File: config.mk
export PLATFORM = sky130hd
export DESIGN_NAME = step_pulse_gen
export DESIGN_NICKNAME = d
export VERILOG_FILES = /design/src/rtl/step_pkg.sv /design/src/rtl/tick_prescaler.sv /design/src/rtl/step_pulse_gen.sv
export SDC_FILE = /design/constraint.sdc
export NUM_CORES = 1
export LEC_CHECK = 0
export ABC_CLOCK_PERIOD_IN_PS = 2900
export BUFFER_PORTS_ARGS = -buffer_cell sky130_fd_sc_hd__buf_2
export CAP_MARGIN = 20
export CORE_AREA = 2 2 108 79
export DETAILED_ROUTE_END_ITERATION = 12
export DIE_AREA = 0 0 110 81
export GPL_ROUTABILITY_DRIVEN = 0
export PLACE_DENSITY_LB_ADDON = 0.3
export SYNTH_ARGS = -nofsm -noshare
export SYNTH_HDL_FRONTEND = slang
export SYNTH_HIERARCHICAL = 1
export SYNTH_SLANG_ARGS = --single-unit
export TNS_END_PERCENT = 10
File: constraint.sdc
create_clock -name clk -period 2.9 [get_ports clk]
set_clock_uncertainty 0.05 [all_clocks]
set_input_delay 0 -clock clk [delete_from_list [all_inputs] [get_ports clk]]
set_output_delay 0 -clock clk [all_outputs]
set_load 0.05 [all_outputs]
File: src/rtl/step_pkg.sv
// Shared types and constants for the step pulse generator.
// STEP_GEN_JITTER_EN adds the gait-jitter LFSR constants and step function.
package step_pkg;

    typedef enum logic [1:0] {
        IDLE = 2'd0,
        HIGH = 2'd1,
        LOW  = 2'd2,
        DONE = 2'd3
    } step_state_t;

    localparam int RATE_W          = 3;
    localparam int TICK_CNT_W      = 10;
    localparam int DEF_PULSE_TICKS = 3;

    // Period in 600 Hz ticks for 32,22,16,12,8,4,2,1 steps/s
    localparam logic [TICK_CNT_W-1:0] RATE_PERIOD [0:7] = '{
        10'd19, 10'd27, 10'd38, 10'd50, 10'd75, 10'd150, 10'd300, 10'd600
    };

`ifdef STEP_GEN_JITTER_EN
    localparam logic [15:0] LFSR_SEED     = 16'hACE1;
    // Taps 16,14,13,11 expressed as bit positions 0,2,3,5 of a right-shifting register
    localparam logic [15:0] LFSR_TAP_MASK = 16'h002D;

    function automatic logic [15:0] lfsr_next(input logic [15:0] cur);
        return {^(cur & LFSR_TAP_MASK), cur[15:1]};
    endfunction
`endif

endpackage

File: src/rtl/tick_prescaler.sv
// Divides clk down to a one-cycle tick every TICK_DIV cycles.
// clr restarts the count so the first tick lands TICK_DIV cycles later.
module tick_prescaler #(
    parameter int TICK_DIV = 10
) (
    input  logic clk,
    input  logic rst,
    input  logic clr,
    output logic tick
);

    localparam int CW = (TICK_DIV > 1) ? $clog2(TICK_DIV) : 1;
    localparam logic [CW-1:0] LAST = CW'(TICK_DIV - 1);

    logic [CW-1:0] cnt;

    always_ff @(posedge clk) begin
        if (rst || clr) begin
            cnt <= '0;
        end else if (cnt == LAST) begin
            cnt <= '0;
        end else begin
            cnt <= cnt + CW'(1);
        end
    end

    assign tick = (cnt == LAST);

endmodule

File: src/rtl/step_pulse_gen.sv
// Step pulse generator: counted or continuous pulse trains at 8 cadences.
// Optional STEP_GEN_JITTER_EN stretches each LOW phase by 0..3 LFSR-chosen ticks.
//
// state | meaning
// IDLE  | waiting for start
// HIGH  | step_out asserted for PULSE_TICKS ticks
// LOW   | step_out low for the rest of the period
// DONE  | one-cycle done strobe after a counted run
module step_pulse_gen
    import step_pkg::*;
#(
    parameter int CLK_HZ      = 100000000,
    parameter int TICK_HZ     = 600,
    parameter int PULSE_TICKS = DEF_PULSE_TICKS,
    parameter int CNT_W       = 16
) (
    input  logic              clk,
    input  logic              rst,
    input  logic              start,
    input  logic              stop,
    input  logic [RATE_W-1:0] rate_sel,
    input  logic [CNT_W-1:0]  step_count,
    output logic              step_out,
    output logic              busy,
    output logic              done,
    output logic [CNT_W-1:0]  steps_sent
);

    localparam int TICK_DIV = CLK_HZ / TICK_HZ;
    localparam logic [TICK_CNT_W-1:0] HIGH_LOAD = TICK_CNT_W'(PULSE_TICKS - 1);
    // Down-counter load for LOW is period - PULSE_TICKS - 1 (terminal count is zero)
    localparam logic [TICK_CNT_W-1:0] LOW_BASE  = TICK_CNT_W'(PULSE_TICKS + 1);

    step_state_t             state;
    step_state_t             state_nxt;
    logic [TICK_CNT_W-1:0]   period_lat;
    logic [CNT_W-1:0]        count_lat;
    logic [TICK_CNT_W-1:0]   tick_cnt;
    logic [TICK_CNT_W-1:0]   jitter;
    logic                    tick;
    logic                    tc;
    logic                    accept;
    logic                    enter_high;

    tick_prescaler #(
        .TICK_DIV (TICK_DIV)
    ) u_prescaler (
        .clk  (clk),
        .rst  (rst),
        .clr  (accept),
        .tick (tick)
    );

    assign tc         = tick && (tick_cnt == '0);
    assign accept     = (state == IDLE) && start && !stop;
    assign enter_high = (state_nxt == HIGH) && (state != HIGH);

    always_comb begin
        state_nxt = state;
        case (state)
            IDLE: begin
                if (start && !stop) state_nxt = HIGH;
            end
            HIGH: begin
                if (stop) begin
                    state_nxt = IDLE;
                end else if (tc) begin
                    if ((count_lat != '0) && (steps_sent == count_lat)) state_nxt = DONE;
                    else                                                  state_nxt = LOW;
                end
            end
            LOW: begin
                if (stop)    state_nxt = IDLE;
                else if (tc) state_nxt = HIGH;
            end
            DONE:    state_nxt = IDLE;
            default: state_nxt = IDLE;
        endcase
    end

`ifdef STEP_GEN_JITTER_EN
    logic [15:0] lfsr;

    always_ff @(posedge clk) begin
        if (rst) begin
            lfsr <= LFSR_SEED;
        end else if (enter_high) begin
            lfsr <= lfsr_next(lfsr);
        end
    end

    assign jitter = {{(TICK_CNT_W-2){1'b0}}, lfsr[1:0]};
`else
    assign jitter = '0;
`endif

    always_ff @(posedge clk) begin
        if (rst) begin
            state      <= IDLE;
            period_lat <= '0;
            count_lat  <= '0;
            tick_cnt   <= '0;
            steps_sent <= '0;
        end else begin
            state <= state_nxt;
            if (accept) begin
                period_lat <= RATE_PERIOD[rate_sel];
                count_lat  <= step_count;
                steps_sent <= CNT_W'(1);
                tick_cnt   <= HIGH_LOAD;
            end else if (state == LOW && state_nxt == HIGH) begin
                steps_sent <= steps_sent + CNT_W'(1);
                tick_cnt   <= HIGH_LOAD;
            end else if (state == HIGH && state_nxt == LOW) begin
                tick_cnt <= period_lat - LOW_BASE + jitter;
            end else if (busy && tick && (tick_cnt != '0)) begin
                tick_cnt <= tick_cnt - TICK_CNT_W'(1);
            end
        end
    end

    assign step_out = (state == HIGH);
    assign busy     = (state == HIGH) || (state == LOW);
    assign done     = (state == DONE);

endmodule

==> results.tsv, run 1 <==
stage	metric	value	unit
global_routing	overall global routing resource usage	22.22	%
drt	Initial DRC Count	198	
power	clock network fraction of total power	41.4	%
synth	Mapped Area	3856	µm²
setup_path	CP startpoint	u_prescaler/cnt[13]	
synth	top post-synthesis cells by area	dfxtp_1 37%, nand2_1 7.4%, xor2_1 7.0%	
layout	antenna cells	0	
power	power density cells	475.5	nW/µm²
cts	# clock sinks	72	
cts	CTS tree	done	
layout	layout cells sized above 1	15.82	%
setup_path	crit end category	flip-flop	
layout	Sequential Area	1441	µm²
sta	minimum clock period	2.618	ns
cts	maximum buffer depth of the clock tree	2	
global_routing	global-route wire length before repair	15280	µm
drt	drt drc	0	
synth	Unique masters post-synth	47	
layout	design area	4619	µm²
floorplan	Die Area	8910	µm²
sta	Fmax	381.9	MHz
job	Max Cap Viol	0	
sta	final hold violation count	0	
cts	CTS root buf	clkbuf_8	
power	peak supply drop	0.2585	mV
drt	first drt pass iteration count	4	
placement	Port Buffer Count	41	
cts	H-tree depth	3	
sta	Slew @ Worst Pin	0.7231	ns
synth	Synth Net Count	499	
synth	Async SR Flop Fraction	0	%
sta	Slew headroom	51.79	%
power	P_leak	1.810	nW
placement	DP Wirelength	6687	µm
status	status	complete, no violations	
synth	Mean Syn Cell Area	8.383	µm²
synth	Yosys reg bits	72	
placement	DP Area	4194	µm²
layout	nets	565	
drt	Post-Route WL	9266	µm
floorplan	initial core utilization	48.07	%
power	Internal	1.610	mW
drt	Routed Antenna Nets	0	
synth	post-synthesis sequential area ratio	37.38	%
floorplan	Core Area	8023	µm²
drt	via count	3380	
sta	Slew Limit Fails	0	
layout	commonest non-fill, non-tap cells in the layout	76 x nand2_1, 72 x dfxtp_1, 48 x nor2_1	
cts	cts bufs inserted	9	
floorplan	I/O pins	42	
synth	Ys Warns	6	
global_routing	vias in the first global route	3129	
layout	Layout area overhead	19.79	%
synth	Syn Inst Count	460	
worst_hold_path	Min-Delay Path Class	in2reg	
setup_path	crit-path max FO	9	
global_routing	Remaining Overflow, GRT	0	
layout	footprint of the multi-input gates	2288	µm²
layout	Final Util	57.58	%
power	Logic pwr share	11.2	%
setup_path	reg2reg start	u_prescaler/cnt[13]	
drt	routed len/inst	14.57	µm
synth	Synth top area share	37.38	%
power	switching share of total power	26.70	%
floorplan	die outline width	110	µm
worst_hold_path	min-delay src	stop	
power	switching power total	586.5	µW
global_routing	largest net degree at the start of global routing	34	
sta	Final setup viols	0	
floorplan	FP Rows	28	
cts	CTS clock-pin slew for the worst setup and hold paths	0.09	ns
sta	RSZ-0062 raised after global routing	false	
setup_path	Required @ worst endpoint	3.13	ns
sta	TNS Setup	0	ns
setup_path	critical path class	reg2reg	
cts	Setup Buffers After CTS	0	
cts	clock latency on the worst-skew pair	0.36	ns
layout	most common cell after layout, fill and taps aside	nand2_1	
setup_path	nature of the critical path startpoint	flip-flop	
global_routing	initial antenna violation count	0	
power	register share of total power	47.3	%
setup_path	Critical Path AT	2.85	ns
layout	Filler Cell Count	722	
drt	via density per instance	5.314	
sta	period utilisation layout	90.28	%
placement	pre-CTS WS	0.3188	ns
synth	top_reg_cell synth	dfxtp_1	
sta	post-route setup slack	0.2818	ns
synth	EDFF count, synth	0	
synth	cell taking the most area after synthesis	dfxtp_1	
floorplan	Die Ht	81	µm
-- sequential cells by signal, indices dropped and copies added (netlist names) --
| register | flops |
|---|---|
| state | 2 |
| count_lat | 16 |
| period_lat | 10 |
| u_prescaler/cnt | 18 |
| steps_sent | 16 |
| tick_cnt | 10 |
-- worst max-delay path: stages, from the launching register on --
cell	delay (ns)
dfxtp_1	0.37
nor4_1	0.29
nand4_1	0.17
nor2_1	0.16
buf_4	0.16
nand4_4	0.14
o2111ai_1	0.14
o21ai_0	0.16
nor4_2	0.43
buf_4	0.28
mux2i_1	0.20
-- layer usage --
layer  vias up  part of all wire [%]  global-route usage [%]  wire (µm)
met3         7                   5.4                   5.377        502
met5         -                     0                       0          0
met1      1583                    49                   33.05       4559
met4         0                  0.80                   6.076         74
met2        73                    45                   31.72       4129
li1       1717                     -                       -          -
-- final cells by class --
| class | instances | share of cell area [%] |
|---|---|---|
| clock buffers | 9 | 2.681 |
| clock inverters | 7 | 2.194 |
| inverters | 16 | 1.300 |
| multi-input cells | 357 | 49.54 |
| flip-flops and latches | 72 | 31.20 |
| well taps | 105 | 2.844 |
| repair buffers | 70 | 10.24 |
-- metrics by stage --
| stage | hold slack (ns) | power (mW) | cells |
|---|---|---|---|
| 2_1_floorplan | 0.06517 | 1.218 | 460 |
| 3_3_place_gp | 0.1955 | 1.280 | 600 |
| 3_5_place_dp | 0.2004 | 1.286 | 600 |
| 4_1_cts | 0.01210 | 2.214 | 636 |
| 5_1_grt | 0.04453 | 2.287 | 636 |
| 6_report | 0.02654 | 2.196 | 636 |
-- cell usage after synthesis, types with 13 or more instances --
master	instances
nor3_1	14
nand3_1	19
inv_1	16
xor2_1	31
dfxtp_1	72
a21oi_1	30
ha_1	16
xnor2_1	25
mux2i_1	13
nand2_1	76
nand4_1	13
nor2_1	48
-- cell families after synthesis --
group           Yosys count  synth area share [%]
simple gates            214                 28.03
flops                    72                 37.38
xor+xnor                 56                 12.72
compound gates           55                 8.891
buf+inv                  31                 3.439
mux                      16                 4.348
fa+ha+maj                16                 5.191
-- timing repair --
action / in CTS / in global routing
hold buffers: 20 / 0
endpoints found under the hold margin: 23 / 0
resized for setup: 0 / 0
-- worst paths after layout --
| kind | to | slack (ns) | depth (start not counted) |
|---|---|---|---|
| setup / recovery | tick_cnt[8] | 0.28 | 10 |
| hold reg to reg | period_lat[3] | 0.44 | 2 |
| setup reg to reg | tick_cnt[8] | 0.28 | 10 |
| hold / removal | state[1] | 0.03 | 4 |
-- power by group through the flow --
stage | clock network, mW | logic, mW | registers (mW)
detailed placement | 0 | 0.224 | 1.06
floorplan | 0 | 0.160 | 1.06
CTS | 0.928 | 0.247 | 1.04
finish | 0.910 | 0.247 | 1.04
global route | 0.971 | 0.274 | 1.04
global placement | 0 | 0.219 | 1.06
Power figures use the tool's default switching activity.
==> inputs of run 2 (changes only) <==
- CORE_AREA: 2 2 108 79 -> 2 2 102 84
- DIE_AREA: 0 0 110 81 -> 0 0 104 86
==> results.tsv, run 2 (synthesis gave the netlist of run 1 again) <==
stage	metric	value	unit
cts	CTS root buf	clkbuf_8	
sta	minimum clock period	2.637	ns
drt	first drt pass iteration count	4	
setup_path	Setup crit end	state[1]	
setup_path	Required @ worst endpoint	3.13	ns
drt	routed len/inst	14.27	µm
sta	Slew headroom	51.50	%
placement	Port Buffer Count	41	
floorplan	Core Area	7838	µm²
layout	footprint of the multi-input gates	2302	µm²
cts	CTS tree	done	
global_routing	vias in the first global route	3139	
floorplan	Die Area	8944	µm²
setup_path	Worst R2R Path Depth	9	
global_routing	global-route wire length before repair	15060	µm
power	overall power	2.340	mW
setup_path	worst-path cell chain	nor4_1 > nand4_1 > nor2_4 > nand4_4 > and2_1 > nor4_1 > a31oi_1 > dlygate4sd3_1 > nor2_1	
setup_path	CP top delay family	simple AND/OR/NAND/NOR gates	
drt	via count	3429	
global_routing	overall global routing resource usage	20.77	%
layout	antenna cells	0	
cts	cts bufs inserted	9	
layout	Most flops, register	u_prescaler/cnt	
setup_path	most used cell, CP	nor4_1	
cts	H-tree depth	3	
layout	most common cell after layout, fill and taps aside	nand2_1	
sta	TNS Setup	0	ns
setup_path	Buf/Inv on CP	1	
setup_path	reg2reg start	u_prescaler/cnt[13]	
setup_path	CP max-delay cell	dlygate4sd3_1	
drt	Routed Antenna Nets	0	
cts	# clock sinks	72	
setup_path	critical path class	reg2reg	
floorplan	Die Ht	86	µm
sta	final hold violation count	0	
drt	Post-Route WL	9130	µm
setup_path	r2r setup slk	0.26	ns
layout	top flop regs	u_prescaler/cnt (18), count_lat (16), steps_sent (16)	
placement	DP Area	4198	µm²
setup_path	Worst path max stage delay	0.57	ns
layout	nets	566	
sta	Slew @ Worst Pin	0.7275	ns
setup_path	CP startpoint	u_prescaler/cnt[13]	
setup_path	nature of the critical path startpoint	flip-flop	
worst_hold_path	Min-Delay Path Class	in2reg	
sta	Fmax	379.3	MHz
layout	Filler Cell Count	701	
layout	Layout area overhead	21.61	%
job	Max Cap Viol	0	
layout	design area	4690	µm²
layout	commonest non-fill, non-tap cells in the layout	76 x nand2_1, 72 x dfxtp_1, 47 x nor2_1	
setup_path	CP Depth	9	
status	status	complete, no violations	
cts	maximum buffer depth of the clock tree	2	
sta	final hold slack	0.04142	ns
floorplan	FP Rows	29	
floorplan	I/O pins	42	
global_routing	initial antenna violation count	0	
global_routing	largest net degree at the start of global routing	34	
sta	RSZ-0062 raised after global routing	false	
sta	Slew Limit Fails	0	
global_routing	Remaining Overflow, GRT	0	
drt	via density per instance	5.358	
layout	Largest register FFs	18	
sta	period utilisation layout	90.92	%
layout	layout cells sized above 1	15.98	%
cts	Setup Buffers After CTS	0	
power	P_leak	1.829	nW
cts	CTS clock-pin slew for the worst setup and hold paths	0.08	ns
floorplan	initial core utilization	49.20	%
placement	DP Wirelength	6418	µm
setup_path	crit end category	flip-flop	
sta	Final setup viols	0	
layout	Sequential Area	1441	µm²
setup_path	r2r endpoint	state[1]	
power	power density cells	499.0	nW/µm²
setup_path	Critical Path AT	2.87	ns
floorplan	die outline width	104	µm
setup_path	crit-path max FO	8	
power	peak supply drop	0.3609	mV
cts	clock latency on the worst-skew pair	0.35	ns
drt	drt drc	0	
drt	Initial DRC Count	226	
## run 2: worst reg2reg max path, stage by stage, from the launching register on
cell	delay (ns)
dfxtp_1	0.36
nor4_1	0.29
nand4_1	0.24
nor2_4	0.23
nand4_4	0.17
and2_1	0.25
nor4_1	0.27
a31oi_1	0.07
dlygate4sd3_1	0.57
nor2_1	0.08
## run 2: power by group
| part | internal, mW | total (mW) | switching (mW) |
|---|---|---|---|
| Combinational | 0.106 | 0.250 | 0.145 |
| Clock | 0.659 | 1.05 | 0.390 |
| Sequential | 1.01 | 1.04 | 0.0277 |
| Total | 1.78 | 2.34 | 0.563 |
## run 2: layer usage
layer | up-vias | global-route usage [%] | part of all wire, %
li1 | 1718 | - | -
met1 | 1606 | 28.41 | 48
met2 | 94 | 32.83 | 45
met3 | 11 | 5.091 | 5.4
met4 | 0 | 5.897 | 1.0
met5 | - | 0 | 0
## run 2: worst min path at each step
stage | from | to | slack (ns) | cells after the start
after floorplan | rate_sel[1] | period_lat[1] | 0.07 | 1
after global placement | step_count[3] | count_lat[3] | 0.20 | 3
after detailed placement | step_count[2] | count_lat[2] | 0.20 | 3
after CTS | rate_sel[0] | period_lat[4] | 0.02 | 5
after global routing | rate_sel[0] | period_lat[4] | 0.12 | 5
final | rate_sel[0] | period_lat[4] | 0.04 | 5
## run 2: per-stage QoR
stage,setup WS (ns),utilization [%],cells
2_1_floorplan,0.3601,-,460
3_3_place_gp,0.2144,53.56,603
3_5_place_dp,0.1428,53.56,603
4_1_cts,0.1249,59.66,640
5_1_grt,0.03822,59.83,640
6_report,0.2632,59.83,640
## run 2: cell type report
| class | count | area share (%) |
|---|---|---|
| tap | 108 | 2.882 |
| timing repair buffer | 71 | 10.30 |
| clock inverter | 7 | 3.068 |
| clock buffer | 9 | 2.641 |
| inverter | 16 | 1.281 |
| sequential | 72 | 30.74 |
| multi-input combinational | 357 | 49.09 |
## run 2: repair_timing
| action | 4_1_cts | 5_1_grt |
|---|---|---|
| endpoints found under the setup margin | 0 | 11 |
| hold endpoints to repair | 22 | 0 |
| hold buffers | 21 | 0 |
| resized for setup | 0 | 3 |
